$ cat src/rtl/dmem_port_arbiter.sv
// Arbiter sharing one single-ported data-memory bus between the core data port
// and the I-cache refill engine. Define DMEM_ARB_DATA_PRIORITY_EN for fixed data priority.
module dmem_port_arbiter #(
  parameter int BURST_LEN = 4,
  parameter int ADDR_W    = 32
) (
  input  logic              clk,
  input  logic              rst_n,
  input  logic              d_req_valid,
  input  logic              d_req_we,
  input  logic [ADDR_W-1:0] d_req_addr,
  input  logic [31:0]       d_req_wdata,
  input  logic [3:0]        d_req_be,
  output logic              d_req_ready,
  output logic              d_rsp_valid,
  output logic [31:0]       d_rsp_rdata,
  output logic              d_stall,
  input  logic              i_req_valid,
  input  logic [ADDR_W-1:0] i_req_addr,
  output logic              i_req_ready,
  output logic              i_rsp_valid,
  output logic [31:0]       i_rsp_rdata,
  output logic              i_rsp_last,
  output logic              mem_req_valid,
  input  logic              mem_req_ready,
  output logic              mem_req_we,
  output logic [ADDR_W-1:0] mem_req_addr,
  output logic [31:0]       mem_req_wdata,
  output logic [3:0]        mem_req_be,
  input  logic              mem_rsp_valid,
  input  logic [31:0]       mem_rsp_rdata
);

  localparam int BEAT_W = $clog2(BURST_LEN);
  localparam logic [BEAT_W-1:0] LAST_BEAT = BEAT_W'(BURST_LEN - 1);

  typedef enum logic [2:0] {
    IDLE    = 3'd0,
    D_ISSUE = 3'd1,
    D_WAIT  = 3'd2,
    I_ISSUE = 3'd3,
    I_WAIT  = 3'd4
  } state_t;

  state_t            state_r;
  logic [BEAT_W-1:0] beat_r;
  logic [ADDR_W-1:0] addr_r;
  logic              we_r;
  logic [31:0]       wdata_r;
  logic [3:0]        be_r;
  logic              store_done_r;
  logic              grant_d_s;
  logic              grant_i_s;

`ifdef DMEM_ARB_DATA_PRIORITY_EN
  // Grant selection: data always wins, refill only when data is absent
  always_comb begin
    grant_d_s = 1'b0;
    grant_i_s = 1'b0;
    if (state_r == IDLE) begin
      grant_d_s = d_req_valid;
      grant_i_s = i_req_valid & ~d_req_valid;
    end else begin
      grant_d_s = 1'b0;
      grant_i_s = 1'b0;
    end
  end
`else
  logic rr_last_instr_r;

  // Grant selection: round-robin on contention, immediate grant otherwise
  always_comb begin
    grant_d_s = 1'b0;
    grant_i_s = 1'b0;
    if (state_r == IDLE) begin
      if (d_req_valid && i_req_valid) begin
        grant_d_s = rr_last_instr_r;
        grant_i_s = ~rr_last_instr_r;
      end else begin
        grant_d_s = d_req_valid;
        grant_i_s = i_req_valid;
      end
    end else begin
      grant_d_s = 1'b0;
      grant_i_s = 1'b0;
    end
  end

  // Round-robin history; reset to INSTR so the first contention goes to data
  always_ff @(posedge clk or negedge rst_n) begin
    if (!rst_n) begin
      rr_last_instr_r <= 1'b1;
    end else if (grant_d_s) begin
      rr_last_instr_r <= 1'b0;
    end else if (grant_i_s) begin
      rr_last_instr_r <= 1'b1;
    end else begin
      rr_last_instr_r <= rr_last_instr_r;
    end
  end
`endif

  // Transaction sequencer: capture the winner, issue beats, track the burst
  always_ff @(posedge clk or negedge rst_n) begin
    if (!rst_n) begin
      state_r      <= IDLE;
      beat_r       <= '0;
      addr_r       <= '0;
      we_r         <= 1'b0;
      wdata_r      <= 32'h0000_0000;
      be_r         <= 4'b0000;
      store_done_r <= 1'b0;
    end else begin
      store_done_r <= 1'b0;
      case (state_r)
        IDLE: begin
          if (grant_d_s) begin
            addr_r  <= d_req_addr;
            we_r    <= d_req_we;
            wdata_r <= d_req_we ? d_req_wdata : 32'h0000_0000;
            be_r    <= d_req_we ? d_req_be : 4'b0000;
            state_r <= D_ISSUE;
          end else if (grant_i_s) begin
            addr_r  <= i_req_addr;
            we_r    <= 1'b0;
            wdata_r <= 32'h0000_0000;
            be_r    <= 4'b0000;
            beat_r  <= '0;
            state_r <= I_ISSUE;
          end else begin
            state_r <= IDLE;
          end
        end
        D_ISSUE: begin
          if (mem_req_ready) begin
            // Stores get no memory response, so complete them locally
            if (we_r) begin
              store_done_r <= 1'b1;
              state_r      <= IDLE;
            end else begin
              state_r <= D_WAIT;
            end
          end else begin
            state_r <= D_ISSUE;
          end
        end
        D_WAIT: begin
          if (mem_rsp_valid) begin
            state_r <= IDLE;
          end else begin
            state_r <= D_WAIT;
          end
        end
        I_ISSUE: begin
          if (mem_req_ready) begin
            state_r <= I_WAIT;
          end else begin
            state_r <= I_ISSUE;
          end
        end
        I_WAIT: begin
          if (mem_rsp_valid) begin
            if (beat_r == LAST_BEAT) begin
              beat_r  <= '0;
              state_r <= IDLE;
            end else begin
              beat_r  <= beat_r + 1'b1;
              state_r <= I_ISSUE;
            end
          end else begin
            state_r <= I_WAIT;
          end
        end
        default: begin
          state_r <= IDLE;
        end
      endcase
    end
  end

  // Port outputs decoded from state and the captured request fields
  always_comb begin
    d_req_ready   = grant_d_s;
    i_req_ready   = grant_i_s;
    mem_req_valid = 1'b0;
    mem_req_we    = 1'b0;
    mem_req_addr  = '0;
    mem_req_wdata = 32'h0000_0000;
    mem_req_be    = 4'b0000;
    d_rsp_valid   = store_done_r;
    d_rsp_rdata   = 32'h0000_0000;
    i_rsp_valid   = 1'b0;
    i_rsp_rdata   = 32'h0000_0000;
    i_rsp_last    = 1'b0;
    d_stall       = d_req_valid | store_done_r;
    case (state_r)
      D_ISSUE: begin
        mem_req_valid = 1'b1;
        mem_req_we    = we_r;
        mem_req_addr  = addr_r;
        mem_req_wdata = wdata_r;
        mem_req_be    = be_r;
        d_stall       = 1'b1;
      end
      D_WAIT: begin
        d_stall = 1'b1;
        if (mem_rsp_valid) begin
          d_rsp_valid = 1'b1;
          d_rsp_rdata = mem_rsp_rdata;
        end else begin
          d_rsp_valid = 1'b0;
        end
      end
      I_ISSUE: begin
        mem_req_valid = 1'b1;
        mem_req_addr  = {addr_r[ADDR_W-1:BEAT_W+2], beat_r, 2'b00};
      end
      I_WAIT: begin
        if (mem_rsp_valid) begin
          i_rsp_valid = 1'b1;
          i_rsp_rdata = mem_rsp_rdata;
          i_rsp_last  = (beat_r == LAST_BEAT);
        end else begin
          i_rsp_valid = 1'b0;
        end
      end
      default: begin
        mem_req_valid = 1'b0;
      end
    endcase
  end

endmodule

$ cat config.mk
export PLATFORM = sky130hd
export DESIGN_NAME = dmem_port_arbiter
export DESIGN_NICKNAME = d
export VERILOG_FILES = /design/src/rtl/dmem_port_arbiter.sv
export SDC_FILE = /design/constraint.sdc
export NUM_CORES = 1
export LEC_CHECK = 0
export CAP_MARGIN = 20
export CELL_PAD_IN_SITES_DETAIL_PLACEMENT = 1
export CELL_PAD_IN_SITES_GLOBAL_PLACEMENT = 2
export CORE_AREA = 2 2 159 161
export DETAILED_ROUTE_END_ITERATION = 8
export DIE_AREA = 0 0 161 163
export GPL_TIMING_DRIVEN = 0
export HOLD_SLACK_MARGIN = 0.06
export PLACE_DENSITY_LB_ADDON = 0.12
export SYNTH_ARGS = -nofsm -noshare
export SYNTH_HDL_FRONTEND = slang
export SYNTH_SLANG_ARGS = --single-unit
$ cat constraint.sdc
create_clock -name clk -period 1.5 [get_ports clk]
set_clock_uncertainty 0.05 [all_clocks]
set_input_delay 0.225 -clock clk [delete_from_list [all_inputs] [get_ports clk]]
set_output_delay 0.225 -clock clk [all_outputs]
set_load 0.05 [all_outputs]
==> key figures <==
Drt
  • Remaining DRCs: 0
  • Routed len/inst: 20.1 µm
  • Drt total wl: 23200 µm
  • Vias: 5179
  • Starting DRC count in detailed routing: 163
  • First drt pass iteration count: 4
  • Routed Antenna Nets: 0
  • Vias/cell: 4.48

STA
  • Setup-failing EPs final: 213
  • FMAX: 485 MHz
  • Setup ws final: -0.560 ns
  • Post-layout min period: 2.06 ns
  • Minimum hold slack: 0.204 ns
  • Max Slew Vio Count: 0
  • Max_slew headroom: 59.7%
  • Worst-margin pin slew: 0.605 ns
  • Final Cycle Share: 137%
  • Unrepaired setup endpoints after global routing: true
  • Setup TNS Final: -101.00 ns
  • Final hold vios: 0

Pwr
  • Sw power: 9.23 mW
  • Combinational share of power: 71.9%
  • Power Density: 1970 mW/mm²
  • Clock network fraction of design power: 10.8%
  • Flop pwr share: 17.3%
  • Switching part of the total power: 44.9%
  • Worst VDD drop: 1.15 mV
  • Leak: 4.43 nW
  • Int Pwr: 11.3 mW

Yosys
  • Post-synthesis register bit count: 76
  • Primary FF master, synth: dfrtp_1
  • Cell variety after synth: 42
  • Seq/Total Area, Yosys: 41.2%
  • Mapped cell area: 0.00462 mm²
  • Post-Syn Instances: 477
  • Synth warn: 0
  • Ys async rst share: 100%
  • Synthesized area per cell: 9.69 µm²
  • EDFF count, synth: 0
  • Post-synthesis net count: 617

Final layout
  • Share of cells above drive strength 1: 55.4%
  • Inserted Diodes: 0
  • Commonest non-fill, non-tap cell in the layout: clkdlybuf4s50_1
  • Most frequent cells in the layout: clkdlybuf4s50_1 (136), buf_8 (135), and2_4 (119)
  • Post-Layout Cell Count: 1156
  • Syn-to-layout area delta: 126%
  • Final net count: 961

Clocking
  • CTS Buffer Depth: 2
  • Clk_lat worst skew: 0.35 ns
  • Clock sink total: 76
  • CTS tree: done
  • Reg clk slew, reported paths: 0.07 ns
  • Htree depth: 3
  • TritonCTS Buffers: 9
  • Clk Tree Root Cell: clkbuf_16

Global route
  • Met1 GRT Util: 21.1%
  • Gr usage total: 17.3%
  • Number of global-route vias before repair: 5767
  • Global-route wire length before repair: 35100 µm
  • GR Util met3: 3.26%
  • Total gr overflow: 0
  • Initial antenna violation count: 0
  • GRT busiest layer: met2
  • Met2 global-route usage: 31.5%
  • Pin count of the biggest net entering global routing: 42

Critical path
  • Crit-path leading delay family: simple AND/OR/NAND/NOR gates
  • Worst R2R Path Depth: 10
  • Reg2Reg Setup Slack: -0.49 ns
  • CP startpoint kind: flip-flop
  • Crit-path slowest cell: or3_4
  • CP cell instances: buf_6, or3_4, buf_12, nor3_4, buf_6
  • Crit path capture type: output port
  • Worst Setup Path Type: reg2out
  • Worst Setup SP: state_r[2]
  • Critical Path End: d_req_ready
  • Worst path buffer plus inverter count: 3
  • Crit-path most repeated cell: buf_6
  • Worst flop-to-flop path endpoint: wdata_r[2]
  • Crit-path max cell delay: 0.41 ns
  • WP depth: 5
  • Arrival time at the worst endpoint: 1.78 ns
  • Worst reg2reg startpoint: state_r[2]
  • Crit Path Max Fanout: 5
  • WP data required: 1.22 ns

Flow run
  • Max capacitance violation total: 0

Worst hold path
  • Hold Path Class: in2reg
  • Hold Crit Start: d_req_valid

Floorplanning
  • Die Height: 163 µm
  • Core area: 0.0247 mm²
  • Die extent in x: 161 µm
  • Starting density of the core: 18.7%
  • # rows: 58
  • Die area: 0.0262 mm²
  • IO Pins: 279

Place
  • Final GP Congestion: 0.761
  • Port Buf Inserts: 277
  • # placed instances: 1085
  • Hpwl dp: 16400 µm
  • DP Worst Slack: -1.52 ns

Status
  • Violated checks: setup timing
  • Status: finished, violations left
==> worst min-delay path: cells and delay by family <==
kind | cells | cell delay, ns
buffers and inverters | 1 | 0.17
AOI/OAI and AO/OA | 1 | 0.08
and+or+nand+nor | 1 | 0.09
==> Yosys cell counts (all sizes together), types with 6 or more instances <==
library cell  count  share of area [%]
nand2             6               0.49
a22o             38                7.2
dfrtp            75                 41
and2            134                 18
nand4            32                4.3
clkbuf           30                2.4
a21oi            32                3.5
a31oi            32                4.3
buf              29                4.7
o31ai            32                8.2
==> kinds of logic (layout without fill, tap and decap cells) <==
logic type	Yosys count	after routing	share of synthesized area [%]
AOI/OAI and AO/OA	144	144	24.8
xor gates and xnor gates	1	1	0.190
adders and majority gates	1	1	0.271
buffers and inverters	63	412	7.47
DFF	76	76	41.2
muxes	1	1	0.217
and+or+nand+nor	191	191	25.9
==> area by class of cell <==
cell class | count | area [µm²]
clock buffer | 9 | 225
timing repair buffer | 339 | 4190
sequential | 76 | 1900
clock inverter | 7 | 63.8
buffer | 53 | 647
inverter | 4 | 21.3
multi-input combinational | 338 | 2980
tap | 330 | 413
fill | 2619 | 14200
==> power groups by stage <==
| stage | combinational [mW] | sequential, mW | clock [mW] |
|---|---|---|---|
| final | 14.8 | 3.57 | 2.22 |
| after global routing | 15.6 | 3.69 | 2.38 |
| after CTS | 13.2 | 3.55 | 2.30 |
| after detailed placement | 10.5 | 3.55 | 0 |
| after global placement | 10.4 | 3.50 | 0 |
| after floorplan | 7.24 | 3.36 | 0 |
==> flip-flops by register name (all words and copies together), names as in the netlist <==
register         flops
wdata_r             32
be_r                 4
store_done_r         1
rr_last_instr_r      1
addr_r              32
beat_r               2
we_r                 1
state_r              3
==> per-stage QoR <==
stage | instance area, µm² | power [mW] | util (%)
global placement | 8190 | 13.9 | 33.2
detailed placement | 8200 | 14.1 | 33.3
finish | 10400 | 20.6 | 42.3
CTS | 9850 | 19.0 | 39.9
floorplan | 5000 | 10.6 | -
global route | 10400 | 21.6 | 42.3
==> what timing repair did <==
action | CTS | global route
endpoints found under the setup margin | 215 | 214
setup buffers | 29 | 21
pin swaps | 36 | 40
hold endpoints to repair | 40 | 0
resized for setup | 1195 | 116
hold buffers | 1 | 0
gates cloned | 11 | 6
==> per-layer routing <==
metal | vias up | part of all wire [%]
met2 | 167 | 53
li1 | 2419 | -
met1 | 2577 | 42
met3 | 16 | 4.6
met4 | 0 | 0.97
met5 | - | 0
==> worst min path at each step <==
stage | cells after the start | endpoint
6_report | 3 | addr_r[31]
5_1_grt | 3 | addr_r[31]
4_1_cts | 3 | addr_r[31]
3_5_place_dp | 1 | be_r[0]
3_3_place_gp | 1 | wdata_r[9]
2_1_floorplan | 0 | addr_r[0]
No activity file was read; power rests on OpenSTA's default activity.
